<file path="config.mk">
export PLATFORM = sky130hd
export DESIGN_NAME = alu_issue_queue
export DESIGN_NICKNAME = d
export VERILOG_FILES = /design/src/rtl/alu_issue_queue.sv
export SDC_FILE = /design/constraint.sdc
export NUM_CORES = 1
export LEC_CHECK = 0
export ABC_AREA = 0
export CELL_PAD_IN_SITES_DETAIL_PLACEMENT = 0
export CELL_PAD_IN_SITES_GLOBAL_PLACEMENT = 2
export CORE_MARGIN = 1.5
export CORE_UTILIZATION = 30
export DETAILED_ROUTE_END_ITERATION = 16
export DONT_BUFFER_PORTS = 1
export MAX_ROUTING_LAYER = met4
export PLACE_DENSITY_LB_ADDON = 0.12
export SETUP_SLACK_MARGIN = 0.05
export SLEW_MARGIN = 15
export SYNTH_ARGS = -nofsm -noshare
export SYNTH_HDL_FRONTEND = slang
export SYNTH_SLANG_ARGS = --single-unit
</file>
<file path="constraint.sdc">
create_clock -name clk -period 5.7 [get_ports clk]
set_input_delay 1.14 -clock clk [delete_from_list [all_inputs] [get_ports clk]]
set_output_delay 1.14 -clock clk [all_outputs]
set_load 0.1 [all_outputs]
</file>
<file path="src/rtl/alu_issue_queue.sv">
// alu_issue_queue: in-order circular FIFO of decoded ALU1 operations.
// Dispatch pushes {insn, inp1, inp2, dst} with load. Issue/select pops the
// oldest entry with issue. The head entry is presented combinationally from
// registered state. No load/issue input reaches any output combinationally.
module alu_issue_queue #(
   parameter int NUM_ENTRIES = 4,
   parameter int ENTRY_WIDTH = 2
) (
   input  logic       clk,
   input  logic       reset,
   input  logic       load,
   input  logic       issue,
   input  logic [3:0] insn,
   input  logic [4:0] inp1,
   input  logic [4:0] inp2,
   input  logic [4:0] dst,
   output logic       issue_ready,
   output logic       is_full,
   output logic [3:0] insn_out,
   output logic [4:0] inp1_out,
   output logic [4:0] inp2_out,
   output logic [4:0] dst_out
);

   // Handshake semantics:
   //   push side: an entry is taken on a rising edge when load=1 and either
   //     is_full=0 or issue=1 (a pop frees the head slot in the same cycle).
   //     A load while full without issue is dropped and leaves all state unchanged.
   //   pop side: the head entry is consumed on a rising edge when issue=1 and
   //     issue_ready=1. An issue while empty is ignored. While issue_ready=1 the
   //     head outputs hold the oldest entry. Otherwise they read as zero.

   localparam int DATA_W = 19;  // {insn[3:0], inp1[4:0], inp2[4:0], dst[4:0]}
   localparam logic [ENTRY_WIDTH:0] FULL_COUNT = (ENTRY_WIDTH + 1)'(NUM_ENTRIES);

   logic [DATA_W-1:0]      slots [NUM_ENTRIES];
   logic [ENTRY_WIDTH-1:0] head;
   logic [ENTRY_WIDTH-1:0] tail;
   logic [ENTRY_WIDTH:0]   count;
   logic [ENTRY_WIDTH:0]   count_next;
   logic                   push;
   logic                   pop;
   logic [DATA_W-1:0]      entry_in;
   logic [DATA_W-1:0]      head_word;

   assign issue_ready = (count != '0);
   assign is_full     = (count == FULL_COUNT);

   // When full, a simultaneous pop lets the push write the slot being vacated.
   // The head value leaves via the outputs before the edge overwrites it.
   assign push = load && (!is_full || issue);
   assign pop  = issue && issue_ready;

   assign entry_in = {insn, inp1, inp2, dst};

   // Occupancy update: count + push - pop
   always_comb begin
      count_next = count;
      case ({push, pop})
         2'b10:   count_next = count + (ENTRY_WIDTH + 1)'(1);
         2'b01:   count_next = count - (ENTRY_WIDTH + 1)'(1);
         default: count_next = count;
      endcase
   end

   // Storage, pointers and count. Reset discards every queued entry.
   always_ff @(posedge clk or negedge reset) begin
      if (!reset) begin
         head  <= '0;
         tail  <= '0;
         count <= '0;
         for (int i = 0; i < NUM_ENTRIES; i++) begin
            slots[i] <= '0;
         end
      end else begin
         if (push) begin
            slots[tail] <= entry_in;
            tail        <= tail + ENTRY_WIDTH'(1);
         end
         if (pop) begin
            head <= head + ENTRY_WIDTH'(1);
         end
         count <= count_next;
      end
   end

   // Head presentation. All zero when the queue is empty.
   always_comb begin
      head_word = '0;
      if (issue_ready) begin
         head_word = slots[head];
      end
   end

   assign insn_out = head_word[18:15];
   assign inp1_out = head_word[14:10];
   assign inp2_out = head_word[9:5];
   assign dst_out  = head_word[4:0];

endmodule

</file>
Word-level counts from Yosys, hierarchy flattened
Cells that the tools add are included.
{"block": "classes", "add_sub_neg": 4, "order_cmp": 3, "n_eq_ne": 3, "muxes": 8, "bitwise": 2, "reduce_logical": 7}
{"operator": "$bwmux W76", "n": 1}
{"operator": "$mux W19", "n": 4}
{"operator": "$bmux W19 S2", "n": 1}
{"operator": "$demux W19 S2", "n": 1}
{"operator": "$ge A3 B3 Y1 const B", "n": 2}
{"operator": "$not A2 Y3", "n": 2}
{"operator": "$pmux W3 S2", "n": 1}
{"operator": "$add A2 B1 Y2 const B", "n": 2}
{"operator": "$add A3 B1 Y3 const B", "n": 1}
{"operator": "$eq A3 B3 Y1 const B", "n": 1}
{"operator": "$logic_and A1 B1 Y1", "n": 3}
{"operator": "$lt A3 B1 Y1 const B", "n": 1}
{"operator": "$reduce_bool A3 Y1", "n": 1}
{"operator": "$sub A3 B1 Y3 const B", "n": 1}
{"operator": "$eq A2 B1 Y1 const B", "n": 1}
{"operator": "$eq A2 B2 Y1 const B", "n": 1}
{"operator": "$reduce_bool A2 Y1", "n": 1}
{"operator": "$logic_not A1 Y1", "n": 1}
{"operator": "$logic_or A1 B1 Y1", "n": 1}
{"block": "totals", "ff_bits": 83, "input_bits": 23, "out_inout_bits": 21, "elab_cells": 34}

Depth between registers and ports, before layout
Gate-level depths: netlist (run 1).
{"block": "logic_depth", "depth_word": 6, "mapped_depth": 8, "mapped_depth_nobuf": 8}

Worst setup path after synthesis (run 1)
No wires, ideal clock.
{"block": "synth_timing", "path_kind": "register to output", "from": "register count[0]", "to": "output port inp1_out[0]", "t_arrival_ps": 2426, "t_required_ps": 4560, "slack_ps": 2134, "stages_incl_launch_ff": 4, "n_path_buf": 1, "path_cell_list": "dfrtp_1 or3_1 clkbuf_1 and2_1"}
{"block": "synth_via", "elab_chain_cells": 2}
{"item": "start: declaration", "line": "39", "source": "logic [ENTRY_WIDTH:0] count;"}
{"item": "start signal: assignment", "line": "83", "source": "count <= count_next;"}
{"item": "$reduce_bool A3 Y1", "line": "46", "source": "assign issue_ready = (count != '0);"}
{"item": "net issue_ready", "line": "17", "source": "output logic issue_ready,"}
{"item": "$mux W19", "line": "90", "source": "if (issue_ready) begin"}
{"item": "end: declaration", "line": "20", "source": "output logic [4:0] inp1_out,"}
The timed path passes the listed nets, and every way through them passes these cells.

Worst setup path in the final report (run 1)
{"block": "layout_timing", "from": "register head[1]", "to": "output port insn_out[2]"}
{"block": "layout_via", "elab_chain_cells": 5}
{"item": "start: declaration", "line": "37", "source": "logic [ENTRY_WIDTH-1:0] head;"}
{"item": "start signal: assignment", "line": "81", "source": "head <= head + ENTRY_WIDTH'(1);"}
{"item": "$not A2 Y3 (implied by the code)", "line": "91", "source": "head_word = slots[head];"}
{"item": "$bmux W19 S2", "line": "91"}
{"item": "$mux W19 (implied by the code) (2 in a row)", "line": "91"}
{"item": "$mux W19", "line": "90"}
{"item": "end: declaration", "line": "19", "source": "output logic [3:0] insn_out,"}
Every way passes these cells. The select of a mux whose other input is x is not followed.

==> metrics.csv, run 1 <==
metric,value,unit
status,"complete, no violations",
fmax,272,MHz
synth_most_common_cell,dfrtp_1,
synth_xor_area_share,1.37,%
die_h,116,µm
gp_congestion,0.660,
finalMaxSlewViolations,0,
routed_wl,7.64,mm
cts_htree_levels,3,
async_flop_share,100,%
clock_sinks,83,
tightest_slew,1.05,ns
synth_mux_area_share,34.1,%
final_nets,276,
cts_max_path_buffers,2,
cts_root_buf,clkbuf_16,
grt_pass1_vias,2148,
ioPinCount,44,
synth-compound-area-share,0,%
synth.area.top_cells,"dfrtp_1 54%, mux2_2 23%, mux4_2 11%",
drive_gt1_share,47.4,%
cap_violations,0,
cts_resized,0,
clock_latency,0.33,ns
hold-worst-slack,0.500,ns
hold_buffers,0,
synthCells,241,
grt_pass1_wl,12.4,mm
synth_top_family_by_area,multiplexers,
timing.rr.start,count[0],
synth_area_per_cell,15.9,µm²
relSlewSlack,30.2,%
fin_crit_sh,64.5,%
num_vias,1931,
die_area,0.0134,mm²
fin_crit,3.68,ns
cp-end-kind,output pin,
cts_buffers,9,
synth_largest_area_cell,dfrtp_1,
syn_to_final_growth,12.0,%
arrival,2.54,ns
ant_nets,0,
wl_per_cell,18.1,µm
overflow,0,
synthesis.area,0.00382,mm²
antenna_found_initial,0,
rows,41,
ys_seq_area_share,54.3,%
grt_setup_unrepaired,no,
setup_tns,0,ns
critPathRequiredTime,4.56,ns
core,0.0125,mm²
synth_fp_nets,270,
clock_skew,0.00532,ns
synth_seq_cells,83,
synth_adder_area_share,2.16,%
hp-start,slots[17],
setup_viol,0,
io_buffer_count,0,
crit_type,register to output pin,
cp_max_fo,20,
initial_core_util,30.5,%
die_x,116,µm
startpoint,head[1],
synth-simple-area-share,5.66,%
hold_path.class,register to register,
clk_pin_slew_worst_paths,0.06,ns
finalHoldViolations,0,
dp_hpwl,4.89,mm
diodes,0,
drc,0,
grt_usage,13.0,%
drtIter0Drc,54,
cts_tree,done,
yosysTopAreaCellShare,54.3,%
synth_edf_count,0,
synth_ff_type,dfrtp_1,
worstSetupStartpointType,register,
cts_setup_buffers,0,
grt_max_degree,84,
synth_cell_types,21,
routed_via_density,4.57,
synthTopCellsByCount,"83 x dfrtp_1, 77 x mux2_2, 20 x and2_1, 19 x mux4_2",
yosys_warnings,0,
drt_pass1_iterations,4,
-- cells in the final DEF (no fill, tap or decap), drive strengths merged, types with 4 or more instances in the layout --
master,n
clkbuf,12
inv,5
dfrtp,83
nand2,4
nor2,5
mux2,77
and2,20
buf,5
ha,5
mux4,19
-- flip-flops by register name, indices dropped and copies added (netlist names) --
name / count
tail: 2
head: 2
slots: 76
count: 3
-- per-stage QoR --
stage          cells  cell area [µm²]  util, %  setup slack (ns)
3_5_place_dp     408             4010     32.0              2.32
5_1_grt          423             4280     34.2              1.86
2_1_floorplan    241             3820        -              2.13
3_3_place_gp     408             4010     32.0              2.33
6_report         423             4280     34.2              2.02
4_1_cts          423             4280     34.2              1.95
-- layer usage --
metal | part of all wire [%] | track usage (%) | routed length, µm
met1 | 44 | 16.0 | 3350
met2 | 49 | 20.2 | 3770
met3 | 5.8 | 4.29 | 443
met4 | 0.98 | 4.15 | 75
met5 | 0 | - | 0
-- worst paths after layout --
check | cells past startpoint | slack [ns] | endpoint
worst min-delay path | 1 | 0.50 | slots[17]
worst min register to register | 1 | 0.50 | slots[17]
worst max-delay path | 2 | 2.02 | insn_out[2]
min in group asynchronous | 0 | 0.51 | slots[45]
worst max register to register | 8 | 3.09 | count[2]
max in group asynchronous | 0 | 5.09 | slots[49]
-- area by class of cell --
cell class / count / area (µm²)
clock inverters: 3 / 40.0
flip-flops and latches: 83 / 2080
clock buffers: 12 / 236
well taps: 172 / 215
multi-input cells: 143 / 1660
fillers: 1253 / 8230
inverters: 5 / 18.8
repair buffers: 5 / 37.5
-- critical path, cell delays in order (launching register included) --
cell and delay (ns):
dfrtp_1 1.03, mux4_2 0.39, and2_1 0.78
-- kinds of logic after synthesis --
logic type,after synthesis
xor gates and xnor gates,6
DFF,83
buffers and inverters,15
and+or+nand+nor,34
muxes,97
adders and majority gates,6
Power of run 1 is not shown: default switching activity piles up to over one toggle a cycle in this logic, so the estimate is an artifact.
==> run 2: changes to the inputs <==
==> constraint.sdc (replaced) <==
create_clock -name clk -period 3.2 [get_ports clk]
set_input_delay 0.64 -clock clk [delete_from_list [all_inputs] [get_ports clk]]
set_output_delay 0.64 -clock clk [all_outputs]
set_load 0.1 [all_outputs]
==> run 2 against run 1 <==
Register-to-register slack got worse by 2.3 ns. Non-clock buffer count up 25. Count of clock-buffer cells in the layout fell by 1. Core utilization rose by 4.1 points. Flip-flop and latch count unchanged. Routed wire length increased by 6.6%.
==> metrics.csv, run 2 (synthesis results as in run 1) <==
metric,value,unit
status,"complete, no violations",
cpLargestDelayFamily,simple AND/OR/NAND/NOR gates,
rows,41,
die_h,116,µm
ioPinCount,44,
syn_to_final_growth,25.4,%
cts_root_buf,clkbuf_16,
gp_congestion,0.705,
cts_buffers,9,
fmax,350,MHz
overflow,0,
crit_type,register to output pin,
reg_top3,"slots: 76 flops, count: 3 flops",
grt_max_degree,84,
ant_nets,0,
critPathRequiredTime,2.56,ns
drt_pass1_iterations,4,
wl_per_cell,18.1,µm
die_area,0.0134,mm²
core,0.0125,mm²
finalMaxSlewViolations,0,
relSlewSlack,56.8,%
grt_usage,14.4,%
setup_tns,0,ns
io_buffer_count,0,
num_vias,2072,
initial_core_util,30.5,%
grt_pass1_wl,13.5,mm
clock_sinks,83,
dp_hpwl,5.19,mm
multi_input_area,0.00166,mm²
finalHoldViolations,0,
tightest_slew,0.648,ns
worstPathCellList,"or3_2, buf_4, and2_1, buf_12",
n_fill_cell,1223,
cp_slowest_stage_delay,0.71,ns
arrival,2.22,ns
drtIter0Drc,69,
antenna_found_initial,0,
instances_no_fill,449,
cap_violations,0,
clock_skew,0.00520,ns
post-place-ws,0.695,ns
cts_max_path_buffers,2,
place_inst,432,
register_area,0.00208,mm²
routed_via_density,4.61,
grt_pass1_vias,2306,
largest_register_ffs,76,
fin_crit_sh,89.3,%
cp_max_fo,18,
final_cell_mix,"83 x dfrtp_1, 77 x mux2_2, 20 x and2_1, 20 x buf_12, 19 x mux4_2",
cts_htree_levels,3,
cp-end-kind,output pin,
fin_crit,2.86,ns
hold_buffers,1,
final_nets,301,
die_x,116,µm
diodes,0,
regMostFlops,slots,
cts_resized,0,
slowest_stage,or3_2,
cts_setup_buffers,0,
cts_tree,done,
drive_gt1_share,53.4,%
drc,0,
grt_setup_unrepaired,no,
clock_latency,0.35,ns
hold-worst-slack,0.209,ns
worstSetupStartpointType,register,
clk_pin_slew_worst_paths,0.06,ns
setup_viol,0,
routed_wl,8.14,mm
hold_path.class,primary input to asynchronous set/reset pin,
worst_slack,0.341,ns
path_buf_inv,2,
layout_commonest_cell,dfrtp_1,
run 2: worst paths after layout:
| kind | slack (ns) | endpoint | cells after the start | start |
|---|---|---|---|---|
| min in group clk | 0.44 | slots[67] | 1 | inp1[0] |
| min reg2reg | 0.50 | slots[2] | 1 | slots[2] |
| max reg2reg | 0.83 | count[2] | 8 | count[0] |
| max in group asynchronous | 2.67 | slots[74] | 1 | reset |
| max | 0.34 | inp1_out[4] | 4 | count[0] |
| min | 0.21 | slots[44] | 1 | reset |
run 2: worst register-to-register path, stage by stage (launching register included):
cell	delay, ns
dfrtp_1	0.44
or3_2	0.71
and2_1	0.29
ha_1	0.22
inv_1	0.07
fa_1	0.18
xor2_1	0.15
nor2_1	0.06
xor2_1	0.14
run 2: through the flow:
stage	util [%]	cell area, µm²
2_1_floorplan	-	3820
3_3_place_gp	35.4	4440
3_5_place_dp	35.4	4440
4_1_cts	38.3	4790
5_1_grt	38.3	4790
6_report	38.3	4790
run 2: final cells by class:
cell class | count | area share, %
inverters | 5 | 0.392
well taps | 172 | 4.49
multi-input cells | 143 | 34.6
clock inverters | 5 | 1.57
clock buffers | 11 | 5.27
flip-flops and latches | 83 | 43.3
repair buffers | 30 | 10.3
run 2: routing by layer:
layer	part of all wire, %	wire, µm	GRT usage, %	vias up
met2	47	3820	20.9	29
met3	4.7	380	4.13	12
li1	-	-	-	928
met4	2.3	187	7.32	0
met5	0	0	-	-
met1	46	3750	18.3	1103
Power of run 2 is left out for the same reason.
